==> src/rtl/op2_imm_encoder_if.sv <==
// Request/result bundle for op2_imm_encoder.
//   master : requester side (drives start/value/cin, observes results)
//   slave  : encoder side
// Signals:
//   start  - request, sampled only while the encoder is idle
//   value  - 32-bit constant to encode, captured with start
//   cin    - incoming shifter carry, captured with start
//   busy   - search in progress
//   done   - one-cycle pulse, result valid
//   valid  - an encoding was found
//   enc    - {rot[3:0], imm8[7:0]}, zero when valid is low
//   cout   - shifter carry-out of the encoding
//   invert - encoding describes ~value (MVN form)
interface op2_imm_encoder_if;
  logic        start;
  logic [31:0] value;
  logic        cin;
  logic        busy;
  logic        done;
  logic        valid;
  logic [11:0] enc;
  logic        cout;
  logic        invert;

  modport master (
    output start, value, cin,
    input  busy, done, valid, enc, cout, invert
  );

  modport slave (
    input  start, value, cin,
    output busy, done, valid, enc, cout, invert
  );
endinterface

==> src/rtl/op2_imm_encoder.sv <==
// Iterative encoder for the ARM data-processing rotated immediate.
// Searches rot = 0..15 for the smallest rot such that ROL(value, 2*rot) fits in
// 8 bits, returning enc = {rot, imm8} plus the carry-out the shifter's decode of
// that immediate would produce.
//
// Parameters:
//   CHECKS_PER_CYCLE - rotations tested per clock (1, 2, 4, 8 or 16)
// Ports:
//   i_clk   - clock, rising edge
//   i_rst_n - asynchronous active-low reset
//   bus     - op2_imm_encoder_if.slave request/result bundle
//
// Optional build macro OP2_IMM_ENCODER_NEG_SEARCH_EN: when the direct search
// fails, a second pass searches ~value and flags a hit with invert=1. Without
// it, invert is tied low and the second search state does not exist.
module op2_imm_encoder #(
  parameter int unsigned CHECKS_PER_CYCLE = 1
) (
  input  logic                     i_clk,
  input  logic                     i_rst_n,
  op2_imm_encoder_if.slave         bus
);

  generate
    if (!(CHECKS_PER_CYCLE == 1 || CHECKS_PER_CYCLE == 2 || CHECKS_PER_CYCLE == 4 ||
          CHECKS_PER_CYCLE == 8 || CHECKS_PER_CYCLE == 16)) begin : g_bad_checks
      $error("op2_imm_encoder: CHECKS_PER_CYCLE must be 1, 2, 4, 8 or 16");
    end
  endgenerate

  localparam logic [1:0] ST_IDLE     = 2'd0;
  localparam logic [1:0] ST_SEARCH   = 2'd1;
`ifdef OP2_IMM_ENCODER_NEG_SEARCH_EN
  localparam logic [1:0] ST_SEARCH_N = 2'd2;
`endif

  // Rotation base of the final group of checks.
  localparam logic [3:0] LAST_BASE = 4'(16 - CHECKS_PER_CYCLE);

  logic [1:0]  r_state;
  logic [3:0]  r_rot;
  logic [31:0] r_v;
  logic        r_c;
  logic        r_done;
  logic        r_valid;
  logic [11:0] r_enc;
  logic        r_cout;
`ifdef OP2_IMM_ENCODER_NEG_SEARCH_EN
  logic        r_invert;
`endif

  logic        w_hit;
  logic [3:0]  w_hit_rot;
  logic [7:0]  w_hit_imm;
  logic        w_last;

  function automatic logic [31:0] rol2(input logic [31:0] v, input logic [3:0] k);
    logic [63:0] t;
    t = {v, v} << {k, 1'b0};
    return t[63:32];
  endfunction

  // Scan the group from the top down so the lowest matching rotation is the
  // one left standing, keeping the encoding canonical.
  always_comb begin
    logic [3:0]  k;
    logic [31:0] rr;
    w_hit     = 1'b0;
    w_hit_rot = 4'd0;
    w_hit_imm = 8'd0;
    k         = 4'd0;
    rr        = 32'd0;
    for (int j = int'(CHECKS_PER_CYCLE) - 1; j >= 0; j--) begin
      k  = r_rot + 4'(j);
      rr = rol2(r_v, k);
      if (rr[31:8] == 24'd0) begin
        w_hit     = 1'b1;
        w_hit_rot = k;
        w_hit_imm = rr[7:0];
      end
    end
  end

  assign w_last = (r_rot == LAST_BASE);

  always_ff @(posedge i_clk or negedge i_rst_n) begin
    if (!i_rst_n) begin
      r_state  <= ST_IDLE;
      r_rot    <= 4'd0;
      r_v      <= 32'd0;
      r_c      <= 1'b0;
      r_done   <= 1'b0;
      r_valid  <= 1'b0;
      r_enc    <= 12'd0;
      r_cout   <= 1'b0;
`ifdef OP2_IMM_ENCODER_NEG_SEARCH_EN
      r_invert <= 1'b0;
`endif
    end else begin
      r_done <= 1'b0;
      case (r_state)
        ST_IDLE: begin
          if (bus.start) begin
            r_v      <= bus.value;
            r_c      <= bus.cin;
            r_rot    <= 4'd0;
            r_state  <= ST_SEARCH;
            r_valid  <= 1'b0;
            r_enc    <= 12'd0;
            r_cout   <= 1'b0;
`ifdef OP2_IMM_ENCODER_NEG_SEARCH_EN
            r_invert <= 1'b0;
`endif
          end
        end
`ifdef OP2_IMM_ENCODER_NEG_SEARCH_EN
        ST_SEARCH, ST_SEARCH_N: begin
`else
        ST_SEARCH: begin
`endif
          if (w_hit) begin
            r_valid <= 1'b1;
            r_enc   <= {w_hit_rot, w_hit_imm};
            // Decoded value equals r_v, so for rot != 0 the carry is its MSB.
            r_cout  <= (w_hit_rot == 4'd0) ? r_c : r_v[31];
`ifdef OP2_IMM_ENCODER_NEG_SEARCH_EN
            r_invert <= (r_state == ST_SEARCH_N);
`endif
            r_done  <= 1'b1;
            r_state <= ST_IDLE;
          end else if (w_last) begin
`ifdef OP2_IMM_ENCODER_NEG_SEARCH_EN
            if (r_state == ST_SEARCH) begin
              r_v     <= ~r_v;
              r_rot   <= 4'd0;
              r_state <= ST_SEARCH_N;
            end else begin
              r_valid  <= 1'b0;
              r_enc    <= 12'd0;
              r_cout   <= r_c;
              r_invert <= 1'b0;
              r_done   <= 1'b1;
              r_state  <= ST_IDLE;
            end
`else
            r_valid <= 1'b0;
            r_enc   <= 12'd0;
            r_cout  <= r_c;
            r_done  <= 1'b1;
            r_state <= ST_IDLE;
`endif
          end else begin
            r_rot <= r_rot + 4'(CHECKS_PER_CYCLE);
          end
        end
        default: r_state <= ST_IDLE;
      endcase
    end
  end

  assign bus.busy   = (r_state != ST_IDLE);
  assign bus.done   = r_done;
  assign bus.valid  = r_valid;
  assign bus.enc    = r_enc;
  assign bus.cout   = r_cout;
`ifdef OP2_IMM_ENCODER_NEG_SEARCH_EN
  assign bus.invert = r_invert;
`else
  assign bus.invert = 1'b0;
`endif

endmodule

==> src/flat_wrapper.sv <==
// flat-port wrapper written by rule: the top's interface ports become plain ports
module op2_imm_encoder_flat 
#(
  parameter int unsigned CHECKS_PER_CYCLE = 1
)
  (i_clk, i_rst_n, bus_start, bus_value, bus_cin, bus_busy, bus_done, bus_valid, bus_enc, bus_cout, bus_invert);
  op2_imm_encoder_if bus_i ();
  input  logic i_clk;
  input  logic i_rst_n;
  input wire logic [$bits(bus_i.start)-1:0] bus_start;
  input wire logic [$bits(bus_i.value)-1:0] bus_value;
  input wire logic [$bits(bus_i.cin)-1:0] bus_cin;
  output wire logic [$bits(bus_i.busy)-1:0] bus_busy;
  output wire logic [$bits(bus_i.done)-1:0] bus_done;
  output wire logic [$bits(bus_i.valid)-1:0] bus_valid;
  output wire logic [$bits(bus_i.enc)-1:0] bus_enc;
  output wire logic [$bits(bus_i.cout)-1:0] bus_cout;
  output wire logic [$bits(bus_i.invert)-1:0] bus_invert;
  assign bus_i.start = bus_start;
  assign bus_i.value = bus_value;
  assign bus_i.cin = bus_cin;
  assign bus_busy = bus_i.busy;
  assign bus_done = bus_i.done;
  assign bus_valid = bus_i.valid;
  assign bus_enc = bus_i.enc;
  assign bus_cout = bus_i.cout;
  assign bus_invert = bus_i.invert;
  op2_imm_encoder #(.CHECKS_PER_CYCLE(CHECKS_PER_CYCLE)) u_core (.i_clk(i_clk), .i_rst_n(i_rst_n), .bus(bus_i));
endmodule
==> config.mk <==
export PLATFORM = sky130hd
export DESIGN_NAME = op2_imm_encoder_flat
export DESIGN_NICKNAME = d
export VERILOG_FILES = /design/src/rtl/op2_imm_encoder_if.sv /design/src/rtl/op2_imm_encoder.sv /design/src/flat_wrapper.sv
export SDC_FILE = /design/constraint.sdc
export NUM_CORES = 1
export LEC_CHECK = 0
export BUFFER_PORTS_ARGS = -buffer_cell sky130_fd_sc_hd__buf_2
export CAP_MARGIN = 20
export CORE_MARGIN = 1
export CORE_UTILIZATION = 57
export CTS_CLUSTER_DIAMETER = 80
export DETAILED_ROUTE_END_ITERATION = 10
export PLACE_DENSITY = 0.86
export SYNTH_ARGS = -nofsm -noshare
export SYNTH_HDL_FRONTEND = slang
export SYNTH_SLANG_ARGS = --single-unit
==> constraint.sdc <==
create_clock -name i_clk -period 6.05 [get_ports i_clk]
set_input_delay 1.21 -clock i_clk [delete_from_list [all_inputs] [get_ports i_clk]]
set_output_delay 1.21 -clock i_clk [all_outputs]
set_load 0.02 [all_outputs]
==> results by group, run 1 <==
Timing
  – Setup TNS: 0 ps
  – Fmax: 273 MHz
  – Unrepaired setup endpoints after global routing: no
  – Layout Skew: 8.99 ps
  – Hold Violations, Final: 0
  – Post-layout minimum cycle time: 3670 ps
  – Period utilization: 60.6%
  – Slew @ Worst Pin: 998 ps
  – Relative slew margins: 33.5%
  – Final Max Tran Viols: 0
  – Final-report setup violation count: 0

Route
  – Post-Route WL: 8.98 mm
  – DR DRC count: 0
  – 1st-pass router iterations: 5
  – Starting DRT DRC Count: 436
  – Via total after detailed routing: 3120
  – Routed vias/inst: 6.43
  – Wire length per cell: 18.5 µm
  – Routed Antenna Nets: 0

Cells and area
  – Non-filler instance count after layout: 485
  – Most frequent cells in the layout: nand2_1, dfrtp_1, buf_2, mux4_2, nor2_1
  – Layout area overhead: 9.54%
  – Number of diodes: 0
  – Fillcell total: 507
  – Most common cell after layout, fill and taps aside: nand2_1
  – Layout cells sized above 1: 25.9%
  – Final Cell Area: 0.00395 mm²
  – Post-Route Utilization: 65.6%
  – Nets: 446

Logic synthesis
  – Register area share after synthesis: 36.8%
  – Seq cells post-synth: 53
  – Ys flop type: dfrtp_1
  – Async set-reset flop share out of synthesis: 100%
  – Netlist Area Pre-Place: 0.00361 mm²
  – Syn Area/Cell: 9.60 µm²
  – Post-synthesis cell type count: 49
  – Synthesized Nets: 413
  – Synth top area share: 36.8%
  – Area contributors post-synth: dfrtp_1, mux4_2, nand2_1
  – EDFF count, synth: 0
  – Synth warnings: 0
  – Cell taking the most area after synthesis: dfrtp_1
  – Syn Inst Count: 376

Clock network
  – TritonCTS clock tree: yes
  – CTS Buffer Depth: 2
  – Number of clock sinks: 53
  – Clk Latency, worst-skew pair: 310 ps
  – Clk root buf: clkbuf_8
  – Post-CTS setup repair buffer count: 0
  – H-Tree Depth: 2
  – CTS Hold Buffers Added: 0
  – Cts repair resizes: 0
  – Num CTS Buffers: 5
  – Clk slew on worst S/H paths: 100 ps

Pwr
  – Pleak: 1.86 nW
  – PD cells: 582 mW/mm²
  – Peak supply drop: 0.297 mV
  – Post-layout power: 0.00230 W

Placement
  – Dpl cells: 477
  – Placed Instance Area: 0.00384 mm²
  – Detail Placement HPWL: 6.35 mm
  – Port Buf Inserts: 51
  – Placer Congestion: 0.956

Worst setup path
  – Crit-path max FO: 41
  – CP Data Arrival Time: 3870 ps
  – WP data required: 6250 ps
  – Setup CP Type: register to register
  – Crit end category: register
  – Startpoint Class: register

Global routing
  – Total gr overflow: 0
  – Vias in the first global route: 2886
  – First-pass GRT wire length: 14.7 mm
  – GR Util All Layers: 29.8%
  – Antenna violations before repair: 0
  – Largest net degree at the start of global routing: 54

Floorplanning
  – I/O pin cnt: 53
  – Core Area: 0.00603 mm²
  – Starting density of the core: 59.9%
  – Die W: 81.6 µm
  – Standard-cell row count: 28
  – Full die area: 0.00665 mm²
  – Chip height: 81.6 µm

Run status
  – Status: completed

Run
  – # Max-Cap Violations: 0

Hold path
  – Hold Crit Class: register to register
-- power breakdown --
group / switching [W] / internal (W)
combinational: 0.000644 / 0.000630
sequential: 0.000310 / 0.000476
clock: 0.000116 / 0.000123
-- kinds of logic (layout without fill, tap and decap cells) --
logic type,after synthesis,after routing,synth area share (%)
AOI/OAI and AO/OA,64,64,13.9
adders and majority gates,1,1,0.347
buffers and inverters,33,67,4.78
DFF,53,53,36.8
muxes,49,49,22.5
other,1,1,0.104
and+or+nand+nor,175,175,21.6
-- worst paths after layout --
path / startpoint / to / slack (ps) / cells after the start
setup reg to reg: u_core.r_rot[0] / u_core.r_rot[1] / 2380 / 8
hold reg to reg: u_core.bus.valid / u_core.bus.valid / 490 / 1
setup / recovery: u_core.r_rot[0] / u_core.r_rot[1] / 2380 / 8
max in group asynchronous: i_rst_n / u_core.r_c / 4600 / 2
min in group asynchronous: i_rst_n / u_core.bus.enc[8] / 990 / 2
hold / removal: u_core.bus.valid / u_core.bus.valid / 490 / 1
-- worst max-delay path, stage by stage (launching register included) --
cell,delay (ps)
dfrtp_2,920
buf_4,480
mux4_2,590
nor3_1,230
nor2_1,90
nor4b_2,360
o2111ai_1,270
nand3_1,230
mux2_2,350
-- through the flow --
stage          setup WS (ps)  hold WS (ps)
4_1_cts                 2380           490
2_1_floorplan           3460           446
6_report                2380           487
3_5_place_dp            2400           467
5_1_grt                 2110           519
3_3_place_gp            2480           455
-- area by class of cell --
type	count	area (µm²)	share of cell area [%]
clock buffer	6	72.6	1.84
clock inverter	2	35.0	0.886
inverter	3	11.3	0.285
multi-input combinational	290	2110	53.4
sequential	53	1330	33.6
tap	75	93.8	2.37
timing repair buffer	56	300	7.60
-- metal layers --
metal	track usage [%]	vias to the layer above	routed length (µm)
li1	-	1434	-
met1	42.6	1473	3760
met2	45.2	188	4180
met3	5.22	25	792
met4	11.4	0	252
met5	0	-	0
-- synthesized netlist by cell type (all sizes together), types with 5 or more instances --
library cell	count
o211ai	5
mux2i	16
a2111oi	7
mux2	8
and2	8
dfrtp	53
mux4	25
nand3	6
nor3	5
nor2	20
nor4	5
nor2b	6
clkbuf	14
a211oi	5
nand2	111
buf	16
a22o	10
a21oi	16
-- sequential cells by signal, indices dropped and copies added (netlist names) --
signal            flops
u_core.r_state        1
u_core.bus.enc       12
u_core.r_rot          4
u_core.bus.done       1
u_core.r_v           32
u_core.bus.valid      1
u_core.bus.cout       1
u_core.r_c            1
No activity file was read; power rests on OpenSTA's default activity.
==> inputs of run 2 (changes only) <==
--- a/config.mk
+++ b/config.mk
@@ -5,6 +5,7 @@
 export SDC_FILE = /design/constraint.sdc
 export NUM_CORES = 1
 export LEC_CHECK = 0
+export ABC_AREA = 1
 export BUFFER_PORTS_ARGS = -buffer_cell sky130_fd_sc_hd__buf_2
 export CAP_MARGIN = 20
 export CORE_MARGIN = 1
==> constraint.sdc (replaced) <==
create_clock -name i_clk -period 3.84 [get_ports i_clk]
set_input_delay 0.768 -clock i_clk [delete_from_list [all_inputs] [get_ports i_clk]]
set_output_delay 0.768 -clock i_clk [all_outputs]
set_load 0.02 [all_outputs]
==> run 2 against run 1 <==
  * Clock skew down 2.6 ps
  * Power rose by 40%
  * Count of clock-buffer cells in the layout up 1
  * Worst setup slack worse by 1300 ps
  * First-iteration DRC count is 41% lower
  * Register-to-register slack worse by 1300 ps
  * Clock power is 30% higher
  * Hold slack worse by 79 ps
  * Largest power group unchanged
  * Sequential share of layout area up 2.2 points
  * Synthesized cell count up 28%
  * Critical endpoint is now u_core.bus.cout
  * Flip-flop and latch count unchanged
  * Fmax grew 35%
==> results by group, run 2 <==
Run status
  – Status: completed

Floorplanning
  – Standard-cell row count: 27 (-3.6%)
  – I/O pin cnt: 53 (unchanged)
  – Full die area: 0.00625 mm² (-6.0%)
  – Die W: 79.1 µm (-3.1%)
  – Chip height: 79.1 µm (-3.1%)
  – Starting density of the core: 60.4% (+0.49 points)
  – Core Area: 0.00561 mm² (-6.9%)

Route
  – Post-Route WL: 8.01 mm (-11%)
  – Routed Antenna Nets: 0 (unchanged)
  – Wire length per cell: 13.6 µm (-27%)
  – Starting DRT DRC Count: 258 (-41%)
  – Routed vias/inst: 5.40 (-16%)
  – Via total after detailed routing: 3179 (+1.9%)
  – DR DRC count: 0 (unchanged)
  – 1st-pass router iterations: 5 (unchanged)

Logic synthesis
  – Seq cells post-synth: 53 (unchanged)
  – EDFF count, synth: 0 (unchanged)
  – Area contributors post-synth: dfrtp_1, nand2_1, nand3_1
  – Ys flop type: dfrtp_1
  – Syn Area/Cell: 7.05 µm² (-27%)
  – Synth top area share: 39.2% (+2.4 points)
  – Post-synthesis cell type count: 26 (-47%)
  – Top-count cell post-synth: nand2_1
  – Cell taking the most area after synthesis: dfrtp_1
  – Register area share after synthesis: 39.2% (+2.4 points)
  – Synth top cells by count: nand2_1, nand3_1, dfrtp_1
  – Syn Inst Count: 480 (+28%)
  – Netlist Area Pre-Place: 0.00339 mm² (-6.2%)
  – Async set-reset flop share out of synthesis: 100% (unchanged)
  – Synthesized Nets: 517 (+25%)
  – Synth warnings: 0 (unchanged)

Timing
  – Final-report setup violation count: 0 (unchanged)
  – Relative slew margins: 47.7% (+14 points)
  – Post-layout minimum cycle time: 2720 ps (-942 ps)
  – Worst setup margin: 1120 ps (-1270 ps)
  – Final Max Tran Viols: 0 (unchanged)
  – Setup TNS: 0 ps (unchanged)
  – Period utilization: 70.9% (+10 points)
  – Fmax: 367 MHz (+35%)
  – Layout Skew: 6.34 ps (-2.65 ps)
  – Slew @ Worst Pin: 785 ps (-213 ps)
  – Unrepaired setup endpoints after global routing: no
  – Hold Violations, Final: 0 (unchanged)

Worst setup path
  – Crit path from: u_core.r_rot[2]
  – R2R depth: 11 (+3)
  – Reg2reg setup slack: 1120 ps (-1270 ps)
  – Startpoint Class: register
  – Worst reg2reg endpoint: u_core.bus.cout
  – Crit-path max FO: 24 (-41%)
  – Crit end category: register
  – Setup CP Type: register to register
  – WP data required: 4040 ps (-2210 ps)
  – CP Data Arrival Time: 2920 ps (-950 ps)
  – RR Startpoint: u_core.r_rot[2]
  – Worst setup path end: u_core.bus.cout

Cells and area
  – Most common cell after layout, fill and taps aside: nand2_1
  – Fillcell total: 521 (+2.8%)
  – Number of diodes: 0 (unchanged)
  – Most frequent cells in the layout: nand2_1, nand3_1, dfrtp_1, buf_2, nor2_1
  – Layout cells sized above 1: 19.9% (-5.9 points)
  – Register area: 0.00133 mm² (about the same)
  – Nets: 554 (+24%)
  – Area of the multi-input gates: 0.00184 mm² (-13%)
  – Max FFs per register: 32 (unchanged)
  – Biggest register: u_core.r_v
  – Layout area overhead: 9.61% (about the same)
  – Final Cell Area: 0.00371 mm² (-6.1%)

Global routing
  – GR Util All Layers: 27.9% (-1.9 points)
  – Largest net degree at the start of global routing: 54 (unchanged)
  – Vias in the first global route: 2951 (+2.3%)
  – First-pass GRT wire length: 13.6 mm (-7.3%)
  – Total gr overflow: 0 (unchanged)
  – Antenna violations before repair: 0 (unchanged)

Clock network
  – CTS Hold Buffers Added: 0 (unchanged)
  – Clk root buf: clkbuf_8
  – H-Tree Depth: 2 (unchanged)
  – TritonCTS clock tree: yes
  – Clk slew on worst S/H paths: 90 ps (about the same)
  – Number of clock sinks: 53 (unchanged)
  – Post-CTS setup repair buffer count: 0 (unchanged)
  – Clk Latency, worst-skew pair: 300 ps (about the same)
  – Cts repair resizes: 0 (unchanged)
  – Num CTS Buffers: 5 (unchanged)
  – CTS Buffer Depth: 2 (unchanged)

Run
  – # Max-Cap Violations: 0 (unchanged)

Placement
  – Placed Instance Area: 0.00360 mm² (-6.2%)
  – Port Buf Inserts: 51 (unchanged)
  – Pre-CTS worst setup slack: 1200 ps (-1200 ps)
  – Detail Placement HPWL: 5.98 mm (-5.8%)
  – Placer Congestion: 0.874 (-8.5%)

Pwr
  – PD cells: 867 mW/mm² (+49%)
  – Peak supply drop: 0.398 mV (+34%)
  – Pleak: 2.05 nW (+9.9%)

Hold path
  – Hold Crit Class: primary input to asynchronous set/reset pin
## run 2: cell types whose count changed after synthesis, sizes merged, moves of 8 or more
cell / previous run / this run
nand2: 111 / 219
nand3: 6 / 72
mux4: 25 / 0
mux2: 8 / 31
mux2i: 16 / 0
nor2: 20 / 36
inv: 2 / 17
a21oi: 16 / 5
o21ai: 3 / 14
a22o: 10 / 0
and2: 8 / 0
## run 2: cell families after synthesis
| logic type | count (synthesis) | synth area share, % |
|---|---|---|
| compound gates | 19 | 2.92 |
| other cells | 1 | 0.111 |
| buf+inv | 43 | 6.50 |
| fa+ha+maj | 1 | 0.369 |
| xor+xnor | 1 | 0.259 |
| flops | 53 | 39.2 |
| mux | 31 | 10.3 |
| simple gates | 331 | 40.4 |
## run 2: layout make-up
cell class / count / share of cell area [%]
clock buffer: 7 / 2.33
inverter: 18 / 1.92
multi-input combinational: 384 / 49.6
sequential: 53 / 35.7
tap: 72 / 2.43
timing repair buffer: 55 / 8.02
## run 2: routing by layer
layer  global-route usage (%)  vias to the layer above  routed length, µm
li1                         -                     1607                  -
met5                        0                        -                  0
met1                     37.6                     1454               3600
met3                     4.25                        8                443
met2                     46.8                      110               3870
met4                     7.09                        0                 88
## run 2: stage by stage
step / total power, W / cells / hold slack, ps / utilization (%)
finish: 0.00322 / 589 / 408 / 66.2
detailed placement: 0.00287 / 581 / 454 / 64.3
global route: 0.00353 / 589 / 435 / 66.2
global placement: 0.00283 / 581 / 450 / 64.3
CTS: 0.00320 / 588 / 477 / 65.8
floorplan: 0.00250 / 480 / 472 / -
## run 2: how the worst min path moves through the flow
stage / from / end / slack (ps)
final: i_rst_n / u_core.bus.enc[7] / 410
after global routing: i_rst_n / u_core.r_v[8] / 430
after CTS: u_core.bus.enc[11] / u_core.bus.enc[11] / 480
after detailed placement: u_core.bus.enc[11] / u_core.bus.enc[11] / 450
after global placement: u_core.bus.enc[10] / u_core.bus.enc[10] / 450
after floorplan: i_rst_n / u_core.bus.cout / 470
## run 2: worst max-delay path, cell delays in order, from the launching register on
cell     delay (ps)
dfrtp_1         860
inv_1           540
a21oi_1         290
nand3_1         100
nand2_1          60
nand2_1          80
nor2_4          130
nand3_2         110
nand2_2         110
o21ai_2         170
nand2_1         100
nand2_1          60
## run 2: power breakdown
part / leakage [nW] / internal, W / switching, W
Clock: 0.0443 / 0.000143 / 0.000168
Sequential: 0.658 / 0.000764 / 0.000207
Combinational: 1.34 / 0.000667 / 0.00127
Total: 2.05 / 0.00157 / 0.00164
